File: config.mk
export PLATFORM = sky130hd
export DESIGN_NAME = lifo_stack
export DESIGN_NICKNAME = d
export VERILOG_FILES = /design/src/rtl/lifo_stack_pkg.sv /design/src/rtl/lifo_stack_mem.sv /design/src/rtl/lifo_stack.sv
export SDC_FILE = /design/constraint.sdc
export NUM_CORES = 1
export LEC_CHECK = 0
export CAP_MARGIN = 20
export CORE_ASPECT_RATIO = 1.4
export CORE_MARGIN = 2
export CORE_UTILIZATION = 64
export DETAILED_ROUTE_END_ITERATION = 6
export PLACE_DENSITY = 0.94
export SYNTH_ARGS = -nofsm -noshare
export SYNTH_HDL_FRONTEND = slang
export SYNTH_SLANG_ARGS = --single-unit
File: constraint.sdc
create_clock -name CLK -period 8.42 [get_ports CLK]
set_clock_uncertainty 0.1 [all_clocks]
set_input_delay 1.684 -clock CLK [delete_from_list [all_inputs] [get_ports CLK]]
set_output_delay 1.684 -clock CLK [all_outputs]
set_load 0.005 [all_outputs]
File: src/rtl/lifo_stack_pkg.sv
// lifo_stack_pkg: shared defaults, width helpers and op codes for the LIFO stack
package lifo_stack_pkg;
  localparam int DEF_WIDTH = 32;
  localparam int DEF_DEPTH = 16;
  localparam logic [1:0] OP_NONE = 2'b00;
  localparam logic [1:0] OP_POP  = 2'b01;
  localparam logic [1:0] OP_PUSH = 2'b10;
  localparam logic [1:0] OP_REPL = 2'b11;
  function automatic int cw_f(input int depth);
    return $clog2(depth + 1);
  endfunction
  function automatic int aw_f(input int depth);
    return (depth > 2) ? $clog2(depth - 1) : 1;
  endfunction
endpackage

File: src/rtl/lifo_stack_mem.sv
// lifo_stack_mem: entries below the top, one sync write port and one async read port
module lifo_stack_mem
  import lifo_stack_pkg::*;
#(
  parameter int WIDTH = DEF_WIDTH,
  parameter int DEPTH = DEF_DEPTH,
  parameter int CW    = cw_f(DEPTH)
) (
  input  logic             CLK,
  input  logic             we,
  input  logic [CW-1:0]    wr_addr,
  input  logic [WIDTH-1:0] wr_dat,
  input  logic [CW-1:0]    rd_addr,
  output logic [WIDTH-1:0] rd_dat
);
  localparam int AW = aw_f(DEPTH);
  logic [WIDTH-1:0] mem [DEPTH-1];
  // out-of-range addresses come from count-1/count-2 underflowing on a shallow stack
  always_ff @(posedge CLK)
    if (we && wr_addr < CW'(DEPTH - 1)) mem[wr_addr[AW-1:0]] <= wr_dat;
  assign rd_dat = (rd_addr < CW'(DEPTH - 1)) ? mem[rd_addr[AW-1:0]] : '0;
endmodule

File: src/rtl/lifo_stack.sv
// lifo_stack: LIFO with strobe/ack handshakes, registered top, replace-top and sticky error flags
module lifo_stack
  import lifo_stack_pkg::*;
#(
  parameter int WIDTH = DEF_WIDTH,
  parameter int DEPTH = DEF_DEPTH,
  parameter int CW    = cw_f(DEPTH)
) (
  input  logic             CLK,
  input  logic             RST_N,
  input  logic             CLR,
  input  logic             PUSH_STB,
  input  logic [WIDTH-1:0] PUSH_DAT,
  output logic             PUSH_ACK,
  input  logic             POP_STB,
  output logic             POP_ACK,
  output logic [WIDTH-1:0] POP_DAT,
  output logic [WIDTH-1:0] TOP_DAT,
  output logic             EMPTY,
  output logic             FULL,
  output logic [CW-1:0]    COUNT,
  output logic             OVF,
  output logic             UNF
);
  logic [WIDTH-1:0] top_q, top_d, rd_dat;
  logic [CW-1:0]    count_q, count_d;
  logic             ovf_q, unf_q;
  logic [1:0]       op;
  assign EMPTY    = count_q == '0;
  assign FULL     = count_q == CW'(DEPTH);
  assign POP_ACK  = RST_N & ~CLR & POP_STB & ~EMPTY;
  assign PUSH_ACK = RST_N & ~CLR & PUSH_STB & (~FULL | POP_ACK);
  assign POP_DAT  = POP_ACK ? top_q : '0;
  assign TOP_DAT  = top_q;
  assign COUNT    = count_q;
  assign OVF      = ovf_q;
  assign UNF      = unf_q;
  assign op       = {PUSH_ACK, POP_ACK};
  // a plain push spills the old top into storage; replace leaves storage untouched
  lifo_stack_mem #(.WIDTH(WIDTH), .DEPTH(DEPTH), .CW(CW)) u_mem (
    .CLK     (CLK),
    .we      (op == OP_PUSH),
    .wr_addr (count_q - CW'(1)),
    .wr_dat  (top_q),
    .rd_addr (count_q - CW'(2)),
    .rd_dat  (rd_dat)
  );
  always_comb begin
    count_d = (op == OP_PUSH) ? count_q + CW'(1) : (op == OP_POP) ? count_q - CW'(1) : count_q;
    top_d   = PUSH_ACK ? PUSH_DAT : POP_ACK ? rd_dat : top_q;
  end
  always_ff @(posedge CLK) begin
    if (!RST_N || CLR) begin
      count_q <= '0;
      top_q   <= '0;
      ovf_q   <= 1'b0;
      unf_q   <= 1'b0;
    end else begin
      count_q <= count_d;
      top_q   <= top_d;
      ovf_q   <= ovf_q | (PUSH_STB & ~PUSH_ACK);
      unf_q   <= unf_q | (POP_STB & EMPTY);
    end
  end
endmodule
==> impl_metrics.ini, run 1 <==
[outcome]
outcome = finished, final reports clean

[setup_path]
worstPathMaxFanout = 34
path_class = input pin to output pin
path_cells = clkdlybuf4s50_1, nor2b_1, o211a_1, inv_1, buf_4, nor2_1, clkdlybuf4s50_1
cp-start-kind = input pin
critical-path-slowest-cell = clkdlybuf4s50_1
worstReg2RegStart = COUNT[1]
crit_start = RST_N
cp.required_ns = 6.64
slowest_delay_ns = 0.62
crit_top_cell = clkdlybuf4s50_1
crit_arrival_ns = 3.99
end_kind = output pin

[yosys]
synth_top_cell_by_area = edfxtp_1
synthCells = 1143
ys_seq_area_share_pct = 73.0
yosysTopAreaCellShare_pct = 69.3
synthTopCellsByArea = edfxtp_1 69%, mux4_2 9.8%, dfxtp_1 3.8%, mux2i_1 3.2%, nor2_1 1.6%
ys_seq_elements = 519
synth_area_sq_um = 20800
synth.distinct_cells = 44
yosys_warnings = 0
avgSynthCellArea_sq_um = 18.2
syn-num-nets = 1191

[floorplan]
core_sq_um = 32200
rows = 78
die_w_microns = 156
dieHeight_microns = 217
start_util_pct = 64.6
die-area_sq_um = 34000
num_io_pins = 112

[cts]
path_clk_slew_ns = 0.06
cts_setup_buffers = 0
tritoncts = built
clock_latency_ns = 0.55
cts_made_buffers = 45
clockBufferDepth = 3
cts.sinks = 519
post_cts_resized = 0
ctsHoldBuffers = 0
h-tree-depth = 2
cts_root_buf = clkbuf_16

[global_routing]
grt_overflow = 0
grt_pass1_vias = 12283
grt_max_degree = 91
antenna_found_initial = 0
grt_pass1_wl_microns = 76900
grtUsageTotal_pct = 30.8

[route]
firstDrtPassIters = 5
drt_iter0_drc = 1853
ant_nets = 0
wl_per_cell_microns = 31.6
vias = 12233
drt-total-wl_microns = 53200
via_per_inst = 7.28
drc = 0

[power_and_ir_drop]
power.switching_w = 0.00108
p_per_area_nw_per_um2 = 213
seqPwrFrac_pct = 55.0
ir_drop_uv = 191
combPwrFrac_pct = 4.2
p_sw_share_pct = 21.1
pwr-share-clk_pct = 40.8
p_int_w = 0.00402
power_leakage_nw = 7.53

[timing]
hold_viol = 0
fin_crit_ns = 5.77
drv_slew = 0
max_freq_ghz = 0.173
relSlewSlack_pct = 24.6
rsz0062_at_grt = no
setup-tns-final_ns = 0
setup_viol = 0
fin_crit_sh_pct = 68.5
worstMarginPinSlew_ns = 1.13

[layout]
final_nets = 1295
drive_above_1_share_pct = 17.0
final_util_pct = 74.3
fillCellCount = 1643
area_delta_synth_final_pct = 14.9
num_antenna_cells = 0

[run]
cap_violations = 0

[hold_path]
worstHoldPathType = flop to flop
hold_path_startpoint = UNF

[place]
portBuffers = 111
place_hpwl_microns = 26700
place_congestion = 0.811
## cells by family (layout without fill, tap and decap cells)
kind of cell / count (synthesis) / count (layout) / synth area share, %
flops: 519 / 519 / 73.0
compound gates: 205 / 205 / 6.68
mux: 163 / 163 / 13.7
buf+inv: 119 / 257 / 3.14
simple gates: 116 / 116 / 2.27
fa+ha+maj: 11 / 11 / 0.661
xor+xnor: 10 / 10 / 0.511
## worst paths after layout
kind                 endpoint  slack, ns  cells past startpoint
max               POP_DAT[26]       2.65                      7
min                       UNF       0.37                      2
max reg2reg  u_mem.mem[12][6]       3.05                     11
min reg2reg               UNF       0.37                      2
## cell usage after synthesis, drive strengths merged
master	instances
xor2	5
o31ai	1
a22o	1
a41oi	1
inv	41
a31oi	32
nand3	1
mux2	1
a21boi	1
a211oi	32
or4	1
o22ai	32
and2	2
buf	37
ha	11
o2111a	1
nand2b	3
clkbuf	41
nor3b	1
edfxtp	480
o21ai	35
a221o	31
nor2b	1
a311oi	1
a22oi	1
xnor2	5
a21oi	34
mux4	96
nor2	89
nand2	17
and3	1
mux2i	66
a211o	1
o211a	1
dfxtp	39
## per-layer routing
metal / part of all wire (%) / track usage (%) / vias to the layer above
met5: 0 / 0 / -
met4: 5.2 / 16.3 / 0
met3: 11 / 5.69 / 226
met2: 50 / 49.9 / 1125
met1: 34 / 40.2 / 6080
li1: - / - / 4802
## metrics by stage
stage	hold WS, ns	setup WS [ns]	instances	total power [W]	area [sq um]
floorplan	0.360	3.20	1143	0.00299	20800
global placement	0.359	2.81	1586	0.00305	22100
detailed placement	0.364	2.50	1587	0.00306	22200
CTS	0.377	2.69	1668	0.00509	23600
global route	0.403	2.57	1681	0.00520	23900
finish	0.370	2.65	1681	0.00510	23900
## power groups by stage
stage	sequential, W	clock, W	combinational [W]
floorplan	0.00285	0	0.000139
global placement	0.00286	0	0.000194
detailed placement	0.00286	0	0.000201
CTS	0.00281	0.00207	0.000207
global route	0.00281	0.00217	0.000224
finish	0.00281	0.00208	0.000214
## area by class of cell
class	instances	area [sq um]	area share (%)
Clock buffer	59	1260	5.26
Clock inverter	22	199	0.832
Inverter	41	154	0.644
Multi-Input combinational cell	505	5090	21.3
Sequential cell	519	15200	63.6
Tap cell	400	500	2.09
Timing Repair Buffer	135	1500	6.29
## state kept, by name, indices dropped and copies added, names as in the netlist
name	cells
COUNT	5
u_mem.mem	480
TOP_DAT	32
OVF	1
UNF	1
## cell usage in the layout (no fill, tap or decap), types with 3 or more instances in the layout
master	netlist	routed
edfxtp_1	480	480
clkdlybuf4s50_1	0	111
mux4_2	91	91
nor2_1	88	73
mux2i_1	66	66
clkbuf_16	0	45
inv_1	40	40
dfxtp_1	39	37
o21ai_0	35	35
a21oi_1	34	34
a211oi_1	32	32
a31oi_1	32	32
o22ai_1	32	32
a221o_1	31	31
nand2_1	17	17
nor2_4	0	15
clkinv_2	0	15
ha_1	11	10
buf_4	9	10
buf_12	0	9
clkbuf_8	0	8
clkbuf_1	41	6
mux4_1	5	5
buf_16	0	5
xor2_1	5	4
xnor2_1	4	4
bufinv_16	0	3
## critical path: cells and delay by family
kind / cells / cell delay (ns)
buf+inv: 4 / 1.45
compound gates: 1 / 0.24
simple gates: 2 / 0.59
Power figures use the tool's default switching activity.
==> inputs of run 2 (changes only) <==
--- a/config.mk
+++ b/config.mk
@@ -8,9 +8,9 @@
 export CAP_MARGIN = 20
 export CORE_ASPECT_RATIO = 1.4
 export CORE_MARGIN = 2
-export CORE_UTILIZATION = 64
+export CORE_UTILIZATION = 54
 export DETAILED_ROUTE_END_ITERATION = 6
-export PLACE_DENSITY = 0.94
+export PLACE_DENSITY = 0.86
 export SYNTH_ARGS = -nofsm -noshare
 export SYNTH_HDL_FRONTEND = slang
 export SYNTH_SLANG_ARGS = --single-unit
==> constraint.sdc (replaced) <==
create_clock -name CLK -period 4.85 [get_ports CLK]
set_clock_uncertainty 0.1 [all_clocks]
set_input_delay 0.97 -clock CLK [delete_from_list [all_inputs] [get_ports CLK]]
set_output_delay 0.97 -clock CLK [all_outputs]
set_load 0.005 [all_outputs]
==> run 2 against run 1 <==
Compared with the run above: utilization decreased by 12 points; sequential cell count did not move; critical path depth stayed put; register-to-register slack got worse by 1.9 ns; total power rose by 74%; global-route usage shrank 6.0 points; hold slack improved by 0.0076 ns; sequential power up 73%; routed wire length fell by 7.5%; die area increased by 18%; cell area up 0.28%; final cell count up 5.3%.
==> impl_metrics.ini, run 2 (synthesized netlist as in run 1, its figures left out) <==
[outcome]
outcome = finished, final reports clean

[setup_path]
ff2ff_path_depth = 10
crit_start = RST_N
worstPathMaxFanout = 13
crit_arrival_ns = 3.01
crit_top_cell = clkdlybuf4s50_1
path_delay_family = buffers and inverters
critical-path-slowest-cell = clkdlybuf4s50_1
r2r_setup_slack_ns = 1.19
end_kind = output pin
cp.required_ns = 3.78
worstReg2RegStart = COUNT[3]
path_class = input pin to output pin
slowest_delay_ns = 0.57
worstReg2RegEnd = u_mem.mem[0][9]
cp-start-kind = input pin
path_buf_inv = 4
path_cells = clkdlybuf4s50_1, nor2b_1, o211a_1, inv_1, buf_4, nor2_1, clkdlybuf4s50_1

[cts]
cts.sinks = 519
cts_root_buf = clkbuf_16
cts_setup_buffers = 0
h-tree-depth = 2
clockBufferDepth = 3
post_cts_resized = 0
clock_latency_ns = 0.57
ctsHoldBuffers = 0
cts_made_buffers = 45
tritoncts = built
path_clk_slew_ns = 0.07

[timing]
relSlewSlack_pct = 26.5
rsz0062_at_grt = no
fin_crit_sh_pct = 84.0
setup_viol = 0
fin_crit_ns = 4.08
drv_slew = 0
max_freq_ghz = 0.245
worstMarginPinSlew_ns = 1.10
layout_setup_ws_ns = 0.774
hold_viol = 0

[power_and_ir_drop]
combPwrFrac_pct = 4.3
power_leakage_nw = 7.54
seqPwrFrac_pct = 54.6
pwr-share-clk_pct = 41.1
p_per_area_nw_per_um2 = 371
power.switching_w = 0.00180
p_int_w = 0.00710
ir_drop_uv = 235
p_sw_share_pct = 20.2

[floorplan]
rows = 85
die-area_sq_um = 40100
core_sq_um = 38300
dieHeight_microns = 236
start_util_pct = 54.3
die_w_microns = 170
num_io_pins = 112

[route]
ant_nets = 0
drt-total-wl_microns = 49200
via_per_inst = 6.54
vias = 11574
wl_per_cell_microns = 27.8
drc = 0
drt_iter0_drc = 1348
firstDrtPassIters = 5

[hold_path]
worstHoldPathType = flop to flop
hold_end = UNF
hold_path_startpoint = UNF
worstHoldPathCells = 2

[place]
portBuffers = 111
post-place-ws_ns = 0.622
place_hpwl_microns = 26300
place_congestion = 0.795
dp_cells = 1687

[layout]
num_antenna_cells = 0
layout_commonest_cell = edfxtp_1
area_delta_synth_final_pct = 15.2
final_nets = 1304
drive_above_1_share_pct = 16.6
layout_common_cells = 480 x edfxtp_1, 111 x clkdlybuf4s50_1, 91 x mux4_2, 73 x nor2_1, 66 x mux2i_1
largest_reg_flops = 480
final_cells = 1770

[global_routing]
grt_pass1_wl_microns = 73200
grt_overflow = 0
grtUsageTotal_pct = 24.8
grt_pass1_vias = 11902
grt_max_degree = 87
antenna_found_initial = 0

[run]
cap_violations = 0
## run 2: cell types whose count changed in the layout (fill, tap and decap cells not counted), sizes merged
cell	previous run	this run
clkbuf	59	71
bufinv	3	4
clkinvlp	1	0
buf	24	33
clkinv	16	7
inv	43	42
## run 2: layer usage
metal | up-vias | track usage, % | routed length [microns]
li1 | 4821 | - | -
met1 | 5897 | 32.1 | 17900
met2 | 707 | 40.7 | 24900
met3 | 149 | 3.94 | 3950
met4 | 0 | 12.9 | 2430
met5 | - | 0 | 0
## run 2: through the flow
stage	total power (W)	hold WS, ns	utilization [%]	setup TNS, ns	area (sq um)
final	0.00889	0.377	62.6	0	24000
after global routing	0.00911	0.415	62.6	0	24000
after CTS	0.00893	0.384	62.6	0	24000
after detailed placement	0.00533	0.368	58.7	0	22500
after global placement	0.00532	0.360	58.7	0	22500
after floorplan	0.00519	0.360	-	-18.13	20800
## run 2: worst max path at each step
| stage | endpoint | slack (ns) | cells past startpoint |
|---|---|---|---|
| 2_1_floorplan | u_mem.mem[10][0] | -0.06 | 16 |
| 3_3_place_gp | u_mem.mem[0][5] | 0.74 | 10 |
| 3_5_place_dp | u_mem.mem[0][12] | 0.62 | 10 |
| 4_1_cts | POP_DAT[23] | 0.77 | 7 |
| 5_1_grt | POP_DAT[23] | 0.67 | 7 |
| 6_report | POP_DAT[23] | 0.77 | 7 |
## run 2: layout make-up
class / count / area [sq um]
inverter: 41 / 154
sequential: 519 / 15200
timing repair buffer: 144 / 1430
tap: 478 / 598
clock buffer: 71 / 1340
multi-input combinational: 505 / 5090
fill: 2471 / 14300
clock inverter: 12 / 160
## run 2: worst register-to-register path, stage by stage (launching register included)
cell,delay [ns]
dfxtp_1,0.76
nor2_2,0.14
a41oi_4,0.25
nand2_1,0.10
inv_1,0.15
ha_1,0.33
inv_1,0.11
a311oi_2,0.29
nand2_1,0.33
nor2_4,0.17
buf_4,0.55
## run 2: power groups by stage
stage / Sequential, W / Clock, W / Combinational [W]
finish: 0.00486 / 0.00365 / 0.000383
global route: 0.00486 / 0.00385 / 0.000403
CTS: 0.00486 / 0.00369 / 0.000382
detailed placement: 0.00496 / 0 / 0.000374
global placement: 0.00495 / 0 / 0.000365
floorplan: 0.00495 / 0 / 0.000241
==> inputs of run 3 (changes only) <==
--- a/config.mk
+++ b/config.mk
@@ -8,9 +8,9 @@
 export CAP_MARGIN = 20
 export CORE_ASPECT_RATIO = 1.4
 export CORE_MARGIN = 2
-export CORE_UTILIZATION = 54
+export CORE_UTILIZATION = 60
 export DETAILED_ROUTE_END_ITERATION = 6
-export PLACE_DENSITY = 0.86
+export PLACE_DENSITY = 0.9
 export SYNTH_ARGS = -nofsm -noshare
 export SYNTH_HDL_FRONTEND = slang
 export SYNTH_SLANG_ARGS = --single-unit
==> constraint.sdc (replaced) <==
create_clock -name CLK -period 3.75 [get_ports CLK]
set_clock_uncertainty 0.1 [all_clocks]
set_input_delay 0.75 -clock CLK [delete_from_list [all_inputs] [get_ports CLK]]
set_output_delay 0.75 -clock CLK [all_outputs]
set_load 0.005 [all_outputs]
==> run 3 against run 2 <==
Compared with the run above: first-iteration DRC count grew 8.5%; cell area grew 0.16%; sequential cell count did not move; register-to-register slack worse by 0.59 ns; setup slack worse by 0.69 ns; routed wire length is 3.0% higher.
==> impl_metrics.ini, run 3 (synthesized netlist as in run 1, its figures left out) <==
[setup_path]
worstPathMaxFanout = 15
cp-start-kind = input pin
crit_arrival_ns = 2.81
end_kind = output pin
critical-path-slowest-cell = clkdlybuf4s50_1
slowest_delay_ns = 0.58
crit_top_cell = clkdlybuf4s50_1
path_cells = clkdlybuf4s50_1, nor2b_1, o211a_1, inv_2, buf_4, nor2_1, clkdlybuf4s50_1
path_class = input pin to output pin
worstReg2RegStart = COUNT[2]
crit_start = RST_N
cp.required_ns = 2.90

[timing]
drv_slew = 0
setup_viol = 0
layout_setup_ws_ns = 0.0861
worstMarginPinSlew_ns = 1.15
setup-tns-final_ns = 0
relSlewSlack_pct = 23.4
fin_crit_sh_pct = 97.7
fin_crit_ns = 3.66
max_freq_ghz = 0.273
rsz0062_at_grt = no
hold_viol = 0

[layout]
final_util_pct = 70.4
largest_reg_flops = 480
num_antenna_cells = 0
area_delta_synth_final_pct = 15.4
layout_commonest_cell = edfxtp_1
layout_common_cells = 480 x edfxtp_1, 111 x clkdlybuf4s50_1, 91 x mux4_2, 73 x nor2_1, 66 x mux2i_1
fillCellCount = 1882
final_cells = 1750
final_nets = 1314
drive_above_1_share_pct = 18.1

[floorplan]
rows = 80
die-area_sq_um = 36200
core_sq_um = 34100
die_w_microns = 161
start_util_pct = 61.0
num_io_pins = 112
dieHeight_microns = 224

[cts]
path_clk_slew_ns = 0.06
clock_latency_ns = 0.56
h-tree-depth = 2
tritoncts = built
cts_made_buffers = 44
cts.sinks = 519
clockBufferDepth = 3
cts_root_buf = clkbuf_16
cts_setup_buffers = 0
post_cts_resized = 0
ctsHoldBuffers = 0

[place]
dp_cells = 1671
place_hpwl_microns = 28000
portBuffers = 111
post-place-ws_ns = 0.129
place_congestion = 0.820

[global_routing]
grt_max_degree = 165
grt_pass1_wl_microns = 75600
grt_overflow = 0
antenna_found_initial = 0
grtUsageTotal_pct = 28.3
grt_pass1_vias = 12075

[run]
cap_violations = 0

[route]
vias = 12086
drc = 0
wl_per_cell_microns = 28.9
via_per_inst = 6.91
drt-total-wl_microns = 50600
firstDrtPassIters = 5
ant_nets = 0
drt_iter0_drc = 1462

[power_and_ir_drop]
p_sw_share_pct = 21.0
p_int_w = 0.00877
power_leakage_nw = 7.56
power_w = 0.0111
ir_drop_uv = 387
pwr-share-clk_pct = 38.8
seqPwrFrac_pct = 56.6
combPwrFrac_pct = 4.7
power.switching_w = 0.00233
p_per_area_nw_per_um2 = 462

[hold_path]
worstHoldPathType = flop to flop
hold_path_startpoint = UNF

[outcome]
outcome = finished, final reports clean
[run 3: cell types whose count changed in the layout (fill, tap and decap cells not counted), sizes merged]
cell / delta
clkinv: +9
clkinvlp: +2
inv: +1
bufinv: -4
clkbuf: -12
buf: +11
[run 3: path summary, 6_finish.rpt]
check                                        to  slack (ns)  cells after the start
worst max-delay path                POP_DAT[21]        0.09                      7
worst min-delay path                        UNF        0.37                      2
worst max register to register  u_mem.mem[4][8]        0.60                      8
worst min register to register              UNF        0.37                      2
[run 3: power groups by stage]
stage / sequential [W] / combinational [W] / clock, W
after floorplan: 0.00640 / 0.000326 / 0
final: 0.00628 / 0.000518 / 0.00430
after detailed placement: 0.00641 / 0.000497 / 0
after global routing: 0.00628 / 0.000542 / 0.00452
after CTS: 0.00628 / 0.000511 / 0.00432
after global placement: 0.00640 / 0.000482 / 0
[run 3: metal layers]
layer	vias to the layer above	track usage (%)	share of wire (%)
met3	154	5.90	11
met5	-	0	0
met4	0	11.2	3.6
met1	6093	39.4	36
met2	1002	44.6	49
li1	4837	-	-
[run 3: layout make-up]
class,count,area [sq um],share of cell area (%)
multi-input cells,505,5110,21.3
flip-flops and latches,519,15200,63.3
well taps,451,564,2.35
inverters,41,154,0.641
clock inverters,20,111,0.464
repair buffers,155,1640,6.84
clock buffers,59,1230,5.12
[run 3: worst max-delay path, delay by kind of cell]
| kind | cells | cell delay (ns) |
|---|---|---|
| AND/OR/NAND/NOR | 2 | 0.46 |
| buffers and inverters | 4 | 1.34 |
| AO/OA/AOI/OAI | 1 | 0.25 |
[run 3: through the flow]
stage / instance area, sq um / hold WS, ns
finish: 24000 / 0.366
global route: 24000 / 0.399
CTS: 24000 / 0.371
detailed placement: 22700 / 0.356
global placement: 22700 / 0.358
floorplan: 21000 / 0.360
